### src/rtl/fp_stream_accumulator.sv
// Streaming front-end that folds each valid/ready packet of single-precision operands into one sum,
// plus the combinational single-precision adder it drives.

module comb_fp_summator (
    input  logic [31:0] a_i,
    input  logic [31:0] b_i,
    input  logic        vld_i,
    output logic [31:0] answer_o,
    output logic [1:0]  answer_status_o
);

    logic        big_sign;
    logic        small_sign;
    logic [7:0]  big_exp;
    logic [7:0]  small_exp;
    logic [22:0] big_mant;
    logic [22:0] small_mant;
    logic [7:0]  exp_diff;
    logic [23:0] big_sig;
    logic [23:0] small_sig;
    logic [24:0] small_shifted;
    logic [24:0] add_sum;
    logic [23:0] sub_diff;
    logic [23:0] norm_sig;
    logic [4:0]  lead_zeros;
    logic        lz_found;
    logic [31:0] result;

    // Order operands by magnitude so alignment and subtraction never go negative;
    // denormals are flushed to zero and results are truncated, not rounded.
    always_comb begin
        if (a_i[30:0] >= b_i[30:0]) begin
            big_sign   = a_i[31];
            big_exp    = a_i[30:23];
            big_mant   = a_i[22:0];
            small_sign = b_i[31];
            small_exp  = b_i[30:23];
            small_mant = b_i[22:0];
        end else begin
            big_sign   = b_i[31];
            big_exp    = b_i[30:23];
            big_mant   = b_i[22:0];
            small_sign = a_i[31];
            small_exp  = a_i[30:23];
            small_mant = a_i[22:0];
        end

        big_sig       = (big_exp == 8'd0)   ? 24'd0 : {1'b1, big_mant};
        small_sig     = (small_exp == 8'd0) ? 24'd0 : {1'b1, small_mant};
        exp_diff      = big_exp - small_exp;
        small_shifted = (exp_diff > 8'd24) ? 25'd0 : ({1'b0, small_sig} >> exp_diff);
        add_sum       = {1'b0, big_sig} + small_shifted;
        sub_diff      = big_sig - small_shifted[23:0];

        lead_zeros = 5'd0;
        lz_found   = 1'b0;
        for (int i = 23; i >= 0; i--) begin
            if (!lz_found && sub_diff[i]) begin
                lead_zeros = 5'(23 - i);
                lz_found   = 1'b1;
            end
        end
        norm_sig = sub_diff << lead_zeros;

        result = 32'd0;
        if (big_exp == 8'hFF) begin
            result = {big_sign, big_exp, big_mant};
        end else if (big_sign == small_sign) begin
            if (add_sum[24]) begin
                if (big_exp == 8'hFE)
                    result = {big_sign, 8'hFF, 23'd0};
                else
                    result = {big_sign, big_exp + 8'd1, add_sum[23:1]};
            end else begin
                result = {big_sign, big_exp, add_sum[22:0]};
            end
        end else if (lz_found && (big_exp > {3'b000, lead_zeros})) begin
            result = {big_sign, big_exp - {3'b000, lead_zeros}, norm_sig[22:0]};
        end

        answer_o        = vld_i ? result : 32'd0;
        answer_status_o = {vld_i & (result[30:23] == 8'hFF), vld_i & (result[30:0] == 31'd0)};
    end

endmodule

module fp_stream_accumulator #(
    parameter int CNT_W = 8
) (
    input  logic             clk_i,
    input  logic             rst_i,
    input  logic             s_vld_i,
    input  logic [31:0]      s_data_i,
    input  logic             s_last_i,
    output logic             s_rdy_o,
    output logic             m_vld_o,
    output logic [31:0]      m_data_o,
    output logic [CNT_W-1:0] m_cnt_o,
    output logic             m_ovf_o,
    input  logic             m_rdy_i
);

    typedef enum logic [1:0] {
        IDLE,
        ACC,
        OUT
    } state_t;

    state_t            state;
    logic [31:0]       acc;
    logic [CNT_W-1:0]  cnt;
    logic              ovf;
    logic              beat;
    logic [31:0]       sum;
    logic [31:0]       acc_nxt;
    logic [CNT_W-1:0]  cnt_nxt;
    logic              ovf_nxt;

    assign s_rdy_o = (state != OUT);
    assign beat    = s_vld_i && s_rdy_o;

    comb_fp_summator u_summator (
        .a_i             (acc),
        .b_i             (s_data_i),
        .vld_i           (beat),
        .answer_o        (sum),
        .answer_status_o ()
    );

    // The first beat of a packet loads the accumulator directly instead of adding to zero.
    always_comb begin
        acc_nxt = acc;
        cnt_nxt = cnt;
        ovf_nxt = ovf;
        if (state == IDLE) begin
            acc_nxt = s_data_i;
            cnt_nxt = CNT_W'(1);
            ovf_nxt = (s_data_i[30:23] == 8'hFF);
        end else begin
            acc_nxt = sum;
            cnt_nxt = (cnt == {CNT_W{1'b1}}) ? cnt : cnt + CNT_W'(1);
            ovf_nxt = ovf | (s_data_i[30:23] == 8'hFF) | (sum[30:23] == 8'hFF);
        end
    end

    always_ff @(posedge clk_i) begin
        if (rst_i) begin
            state    <= IDLE;
            acc      <= 32'd0;
            cnt      <= '0;
            ovf      <= 1'b0;
            m_vld_o  <= 1'b0;
            m_data_o <= 32'd0;
            m_cnt_o  <= '0;
            m_ovf_o  <= 1'b0;
        end else begin
            case (state)
                IDLE, ACC: begin
                    if (beat) begin
                        acc <= acc_nxt;
                        cnt <= cnt_nxt;
                        ovf <= ovf_nxt;
                        if (s_last_i) begin
                            state    <= OUT;
                            m_vld_o  <= 1'b1;
                            m_data_o <= acc_nxt;
                            m_cnt_o  <= cnt_nxt;
                            m_ovf_o  <= ovf_nxt;
                        end else begin
                            state <= ACC;
                        end
                    end
                end
                OUT: begin
                    if (m_rdy_i) begin
                        state   <= IDLE;
                        m_vld_o <= 1'b0;
                        acc     <= 32'd0;
                        cnt     <= '0;
                        ovf     <= 1'b0;
                    end
                end
                default: state <= IDLE;
            endcase
        end
    end

endmodule
### config.mk
export PLATFORM = sky130hd
export DESIGN_NAME = fp_stream_accumulator
export DESIGN_NICKNAME = d
export VERILOG_FILES = /design/src/rtl/fp_stream_accumulator.sv
export SDC_FILE = /design/constraint.sdc
export NUM_CORES = 1
export LEC_CHECK = 0
export ABC_AREA = 1
export CAP_MARGIN = 10
export CORE_MARGIN = 3
export CORE_UTILIZATION = 44
export DETAILED_ROUTE_END_ITERATION = 6
export GPL_TIMING_DRIVEN = 0
export PLACE_DENSITY = 0.73
export RECOVER_POWER = 25
export SYNTH_ARGS = -nofsm -noshare
export SYNTH_HDL_FRONTEND = slang
export SYNTH_SLANG_ARGS = --single-unit
### constraint.sdc
create_clock -name clk_i -period 19.95 [get_ports clk_i]
set_input_delay 3.99 -clock clk_i [delete_from_list [all_inputs] [get_ports clk_i]]
set_output_delay 3.99 -clock clk_i [all_outputs]
set_load 0.02 [all_outputs]
==> results of run 1 <==
[logic make-up (layout without fill, tap and decap cells)]
family          after synthesis  count (layout)  share of synthesized area
flops                        85              85                      0.138
fa+ha+maj                    93              93                     0.0961
xor+xnor                     55              55                     0.0409
buf+inv                     401             495                      0.128
simple gates               1152            1152                      0.396
compound gates              440             440                      0.201
[state kept, by name (all words and copies together) (netlist names)]
name / cells
m_vld_o: 1
ovf: 1
m_data_o: 32
cnt: 8
m_cnt_o: 8
m_ovf_o: 1
acc: 32
state: 2
[power by group through the flow]
stage	clock network (µW)	registers (µW)	logic, µW
after floorplan	0	199	588
after global placement	0	195	844
after detailed placement	0	195	851
after CTS	178	191	855
after global routing	186	192	959
final	176	191	876
[routing by layer]
layer,vias up,global-route usage,part of all wire
li1,7422,-,-
met1,6966,0.417,0.43
met2,738,0.506,0.45
met3,140,0.0392,0.075
met4,0,0.141,0.051
met5,-,0,0
[worst max-delay path, delay by kind of cell]
| kind | cells | cell delay, ns |
|---|---|---|
| and+or+nand+nor | 37 | 4.69 |
| AOI/OAI and AO/OA | 18 | 4.14 |
| buffers and inverters | 11 | 1.88 |
| adders and majority gates | 5 | 1.61 |
| xor gates and xnor gates | 2 | 0.51 |
[stage by stage]
stage / util / hold slack, ns
after floorplan: - / 0.445
after global placement: 0.499 / 0.464
after detailed placement: 0.499 / 0.462
after CTS: 0.510 / 0.478
after global routing: 0.510 / 0.500
final: 0.510 / 0.478
[layout by cell type (no fill, tap or decap), types with 22 or more instances in the layout]
master           instances
nand2_1                657
inv_1                  280
nand3_1                229
nor2_1                 173
o21ai_0                165
a21oi_1                146
ha_1                    90
dfxtp_1                 85
clkbuf_1                61
clkdlybuf4s50_1         46
xor2_1                  44
o21bai_1                37
dlygate4sd3_1           32
nand4_1                 30
buf_2                   23
o21ai_1                 22
[area by class of cell]
type                       instances  area [µm²]  area share
clock inverter                     7        80.1     0.00576
tap                              372         465      0.0335
multi-input combinational       1740        9050       0.652
timing repair buffer              78         781      0.0562
sequential                        85        1700       0.123
buffer                           105         472      0.0340
inverter                         296        1110      0.0800
clock buffer                       9         225      0.0162
[final timing paths]
kind,endpoint,from,cells past startpoint
setup / recovery,acc[6],s_data_i[2],73
setup reg to reg,acc[6],acc[2],71
hold / removal,m_vld_o,m_vld_o,2
hold reg to reg,m_vld_o,m_vld_o,2
==> run_results.csv, run 1 <==
group,metric,value,unit
clock_network,cts_tree,"done",
floorplan,dieArea,30100,µm²
logic_synthesis,synthCells,2226,
global_route,antenna_found_initial,0,
routing,initialDrtViolationCount,1612,
clock_network,ctsHoldBuffers,0,
global_route,grt_pass1_wl,76000,µm
cells_and_area,fin_area,13900,µm²
timing,timing.final.max_slew_violations,0,
placed_design,pre_cts_slack,3.34,ns
logic_synthesis,synth-main-ff-cell,"dfxtp_1",
floorplan,start_util,0.453,
logic_synthesis,synth_most_common_cell,"nand2_1",
logic_synthesis,synthTopCellsByCount,"nand2_1 (657), inv_1 (280), nand3_1 (229)",
cells_and_area,diodes,0,
pwr,pwr-share-comb,0.705,
global_route,grt_use_total,0.313,
run_status,status,"complete, no violations",
global_route,grt_pass1_vias,14100,
min_path,hold_path_class,"register to register",
timing,finalCritPeriodShare,0.830,
placed_design,place.gp.congestion,0.981,
cells_and_area,stdcell_count,2692,
placed_design,hpwl,40900,µm
cells_and_area,drive_gt1_frac,0.0440,
routing,firstDrtPassIters,6,
timing,tightestPinTransition,1.21,ns
flow_run,drv_cap,0,
logic_synthesis,synth_top_cell_by_area,"nand2_1",
timing,fin_setup_tns,0,ns
clock_network,htreeDepth,3,
timing,finalCriticalPeriod,16.57,ns
logic_synthesis,ys_seq_area_frac,0.138,
timing,worst_slack,3.38,ns
setup_path,path_common_cell,"nand2_1",
routing,avgViaCountPerCell,5.67,
setup_path,crit_required,20.22,ns
routing,wl_per_cell,18.1,µm
pwr,clkPwrFrac,0.141,
clock_network,ctsRootBufferMaster,"clkbuf_16",
setup_path,start_kind,"primary input",
cells_and_area,fillers,2970,
routing,routed-via-count,15300,
pwr,p_seq_frac,0.154,
timing,slew_headroom,0.187,
clock_network,clkTransAtPathRegs,0.07,ns
logic_synthesis,synth-warning-count,0,
timing,fmax,60.4,MHz
placed_design,io_buffers,78,
routing,wirelength,48800,µm
pwr,p_total,1240,µW
logic_synthesis,synth_area_leaders,"nand2_1 (20%), dfxtp_1 (14%), nand3_1 (9.3%)",
logic_synthesis,syn-num-nets,2356,
timing,rsz0062_at_grt,"false",
setup_path,end_kind,"register",
setup_path,crit_path_max_fanout,10,
floorplan,core_area,27300,µm²
pwr,p_int,540,µW
pwr,p_leak,0.00689,µW
clock_network,insertion_delay,0.35,ns
global_route,grt_start_max_net_pins,17,
routing,drt.antenna.violating_nets,0,
global_route,overflow,0,
logic_synthesis,syn_area_per_cell,5.54,µm²
clock_network,post_cts_buffers,0,
logic_synthesis,synth_cell_types,57,
clock_network,clock_sinks,85,
pwr,switching_share,0.565,
setup_path,reg2reg_slack,7.27,ns
pwr,p_sw,703,µW
pwr,p_per_area,89.4,nW/µm²
clock_network,cts_made_buffers,9,
floorplan,rows,60,
logic_synthesis,synth.top_cell.area_share,0.200,
placed_design,dpl_cell_area,13600,µm²
setup_path,cp.arrival,16.84,ns
logic_synthesis,synth_edf_count,0,
logic_synthesis,ys_seq_elements,85,
floorplan,ios,80,
clock_network,cts_buffer_depth,2,
setup_path,critPathMaxStageDelay,1.01,ns
routing,drc,0,
pwr,ir_drop,0.0000555,V
setup_path,cpMaxStageDelayCell,"o21ai_0",
timing,fin_skew,0.0108,ns
cells_and_area,syn2layout_area_growth,12.6,%
logic_synthesis,async_reset_ff_frac,0,
placed_design,dp_cells,2676,
setup_path,crit_type,"primary input to register",
cells_and_area,final_nets,2445,
logic_synthesis,synthesis.area,12300,µm²
timing,finalHoldViolCount,0,
floorplan,die_w,173,µm
clock_network,post_cts_resized,0,
timing,setup_viol,0,
floorplan,fp.dieH,173,µm
Note: power is estimated with default switching activity, not from simulation.
==> inputs of run 2 (changes only) <==
PLACE_DENSITY = 0.76   (was 0.73)
clock period = 13.8 ns   (was 19.95 ns; I/O delays follow)
==> run 2 against run 1 <==
The flow now finishes with violations (design-rule violations). Cell count up 0.37%. Clock skew shrank 0.0016 ns. Critical path depth grew 2. Die area is the same. Flip-flop and latch count unchanged. Global-route usage is 0.86 points lower. Clock-buffer cell count is the same. Clock power rose by 32%. Utilization is 1.3 points higher. Power grew 46%. Final area is 2.5% higher. First-iteration DRC count is 1.5% higher. Critical path type unchanged. Critical endpoint is now acc[18].
==> run_results.csv, run 2 (same netlist as run 1, synthesis figures left out) <==
group,metric,value,unit
pwr,ir_drop,0.0000821,V
setup_path,setup.worst_path.start,"s_data_i[2]",
floorplan,die_w,173,µm
setup_path,crit_type,"primary input to register",
clock_network,ctsRootBufferMaster,"clkbuf_16",
floorplan,rows,60,
min_path,hold_path_end,"ovf",
setup_path,r2r-end,"acc[18]",
global_route,grt-busiest-layer,"met2",
cells_and_area,diodes,0,
global_route,grt_use_met1,0.396,
min_path,hold_path_class,"register to register",
min_path,min_from,"ovf",
setup_path,crit_path_max_fanout,10,
setup_path,r2r-start,"acc[2]",
placed_design,hpwl,39900,µm
timing,tightestPinTransition,1.11,ns
routing,drt.antenna.violating_nets,0,
cells_and_area,final-seq-area,1700,µm²
routing,drc,3,
setup_path,reg2reg_depth,73,
placed_design,dpl_cell_area,13600,µm²
setup_path,critPathMaxStageDelay,0.47,ns
clock_network,clkTransAtPathRegs,0.07,ns
clock_network,clock_sinks,85,
global_route,grt_start_max_net_pins,19,
setup_path,start_kind,"primary input",
global_route,grt_use_total,0.304,
global_route,grt_pass1_vias,14100,
timing,worst_slack,0.676,ns
timing,fmax,76.2,MHz
run_status,violations,"design-rule violations",
global_route,antenna_found_initial,0,
global_route,overflow,0,
setup_path,path_common_cell,"nand2_1",
floorplan,ios,80,
cells_and_area,fillers,2861,
setup_path,crit_required,14.07,ns
routing,wl_per_cell,17.9,µm
timing,setup_viol,0,
cells_and_area,syn2layout_area_growth,15.4,%
floorplan,core_area,27300,µm²
routing,avgViaCountPerCell,5.69,
global_route,grt_pass1_wl,74100,µm
clock_network,htreeDepth,3,
timing,slew_headroom,0.254,
clock_network,insertion_delay,0.35,ns
global_route,grtUsageMet3,0.0543,
timing,finalHoldViolCount,0,
floorplan,fp.dieH,173,µm
clock_network,cts_tree,"done",
placed_design,io_buffers,78,
cells_and_area,largestRegisters,"acc (32), m_data_o (32)",
cells_and_area,final_cell_mix,"nand2_1 (650), inv_1 (277), nand3_1 (224)",
routing,wirelength,48400,µm
timing,timing.hold.ws,0.480,ns
floorplan,start_util,0.453,
routing,firstDrtPassIters,7,
cells_and_area,fin_area,14200,µm²
pwr,p_per_area,127,nW/µm²
placed_design,place.gp.congestion,1.03,
setup_path,cpMaxStageDelayCell,"o21ai_2",
routing,initialDrtViolationCount,1636,
clock_network,cts_made_buffers,9,
pwr,p_leak,0.00698,µW
global_route,grt_use_met2,0.486,
cells_and_area,multiInputGateArea,9330,µm²
timing,fin_setup_tns,0,ns
setup_path,reg2reg_slack,3.32,ns
placed_design,pre_cts_slack,-1.34,ns
timing,finalCritPeriodShare,0.951,
cells_and_area,final_nets,2455,
run_status,status,"finished, violations left",
routing,routed-via-count,15400,
cells_and_area,final_common_cell,"nand2_1",
flow_run,drv_cap,0,
setup_path,cp.arrival,13.40,ns
timing,finalCriticalPeriod,13.12,ns
timing,fin_skew,0.00915,ns
floorplan,dieArea,30100,µm²
timing,timing.final.max_slew_violations,0,
cells_and_area,drive_gt1_frac,0.0691,
setup_path,end_kind,"register",
clock_network,cts_buffer_depth,2,
min_path,holdPathStages,2,
run 2: what timing repair did:
item,in CTS,in global routing
endpoints found under the setup margin,66,66
pin swaps,0,9
hold endpoints to repair,0,0
setup buffers,0,11
hold buffers,0,0
resized for setup,9,65
run 2: layout make-up:
| class | instances | area share |
|---|---|---|
| Multi-Input combinational cell | 1740 | 0.655 |
| Sequential cell | 85 | 0.120 |
| Inverter | 296 | 0.0784 |
| Timing Repair Buffer | 89 | 0.0608 |
| Buffer | 104 | 0.0335 |
| Tap cell | 372 | 0.0327 |
| Clock buffer | 9 | 0.0158 |
| Clock inverter | 7 | 0.00395 |
run 2: critical path: cells and delay by family:
kind                       cells  cell delay [ns]
adders and majority gates      5             1.55
AOI/OAI and AO/OA             14             2.50
and+or+nand+nor               45             4.62
xor gates and xnor gates       2             0.41
buffers and inverters          9             1.54
run 2: worst max path at each step:
stage,to,depth (start not counted)
3_5_place_dp,acc[5],75
4_1_cts,acc[5],74
5_1_grt,ovf,73
2_1_floorplan,acc[3],72
6_report,acc[18],75
3_3_place_gp,acc[5],75
run 2: report_power, final:
part	total, µW	internal (µW)	switching, µW
registers	277	263	14.6
logic	1300	396	905
clock network	232	124	107
run 2: per-layer routing:
metal / wire length [µm] / part of all wire
met5: 0 / 0
met2: 21600 / 0.45
met3: 4080 / 0.084
met4: 2490 / 0.052
met1: 20200 / 0.42
run 2: stage by stage:
step | power (µW) | std cells | util
CTS | 1740 | 2691 | 0.510
floorplan | 1140 | 2226 | -
global route | 1940 | 2702 | 0.522
global placement | 1490 | 2676 | 0.499
detailed placement | 1500 | 2676 | 0.499
finish | 1810 | 2702 | 0.522
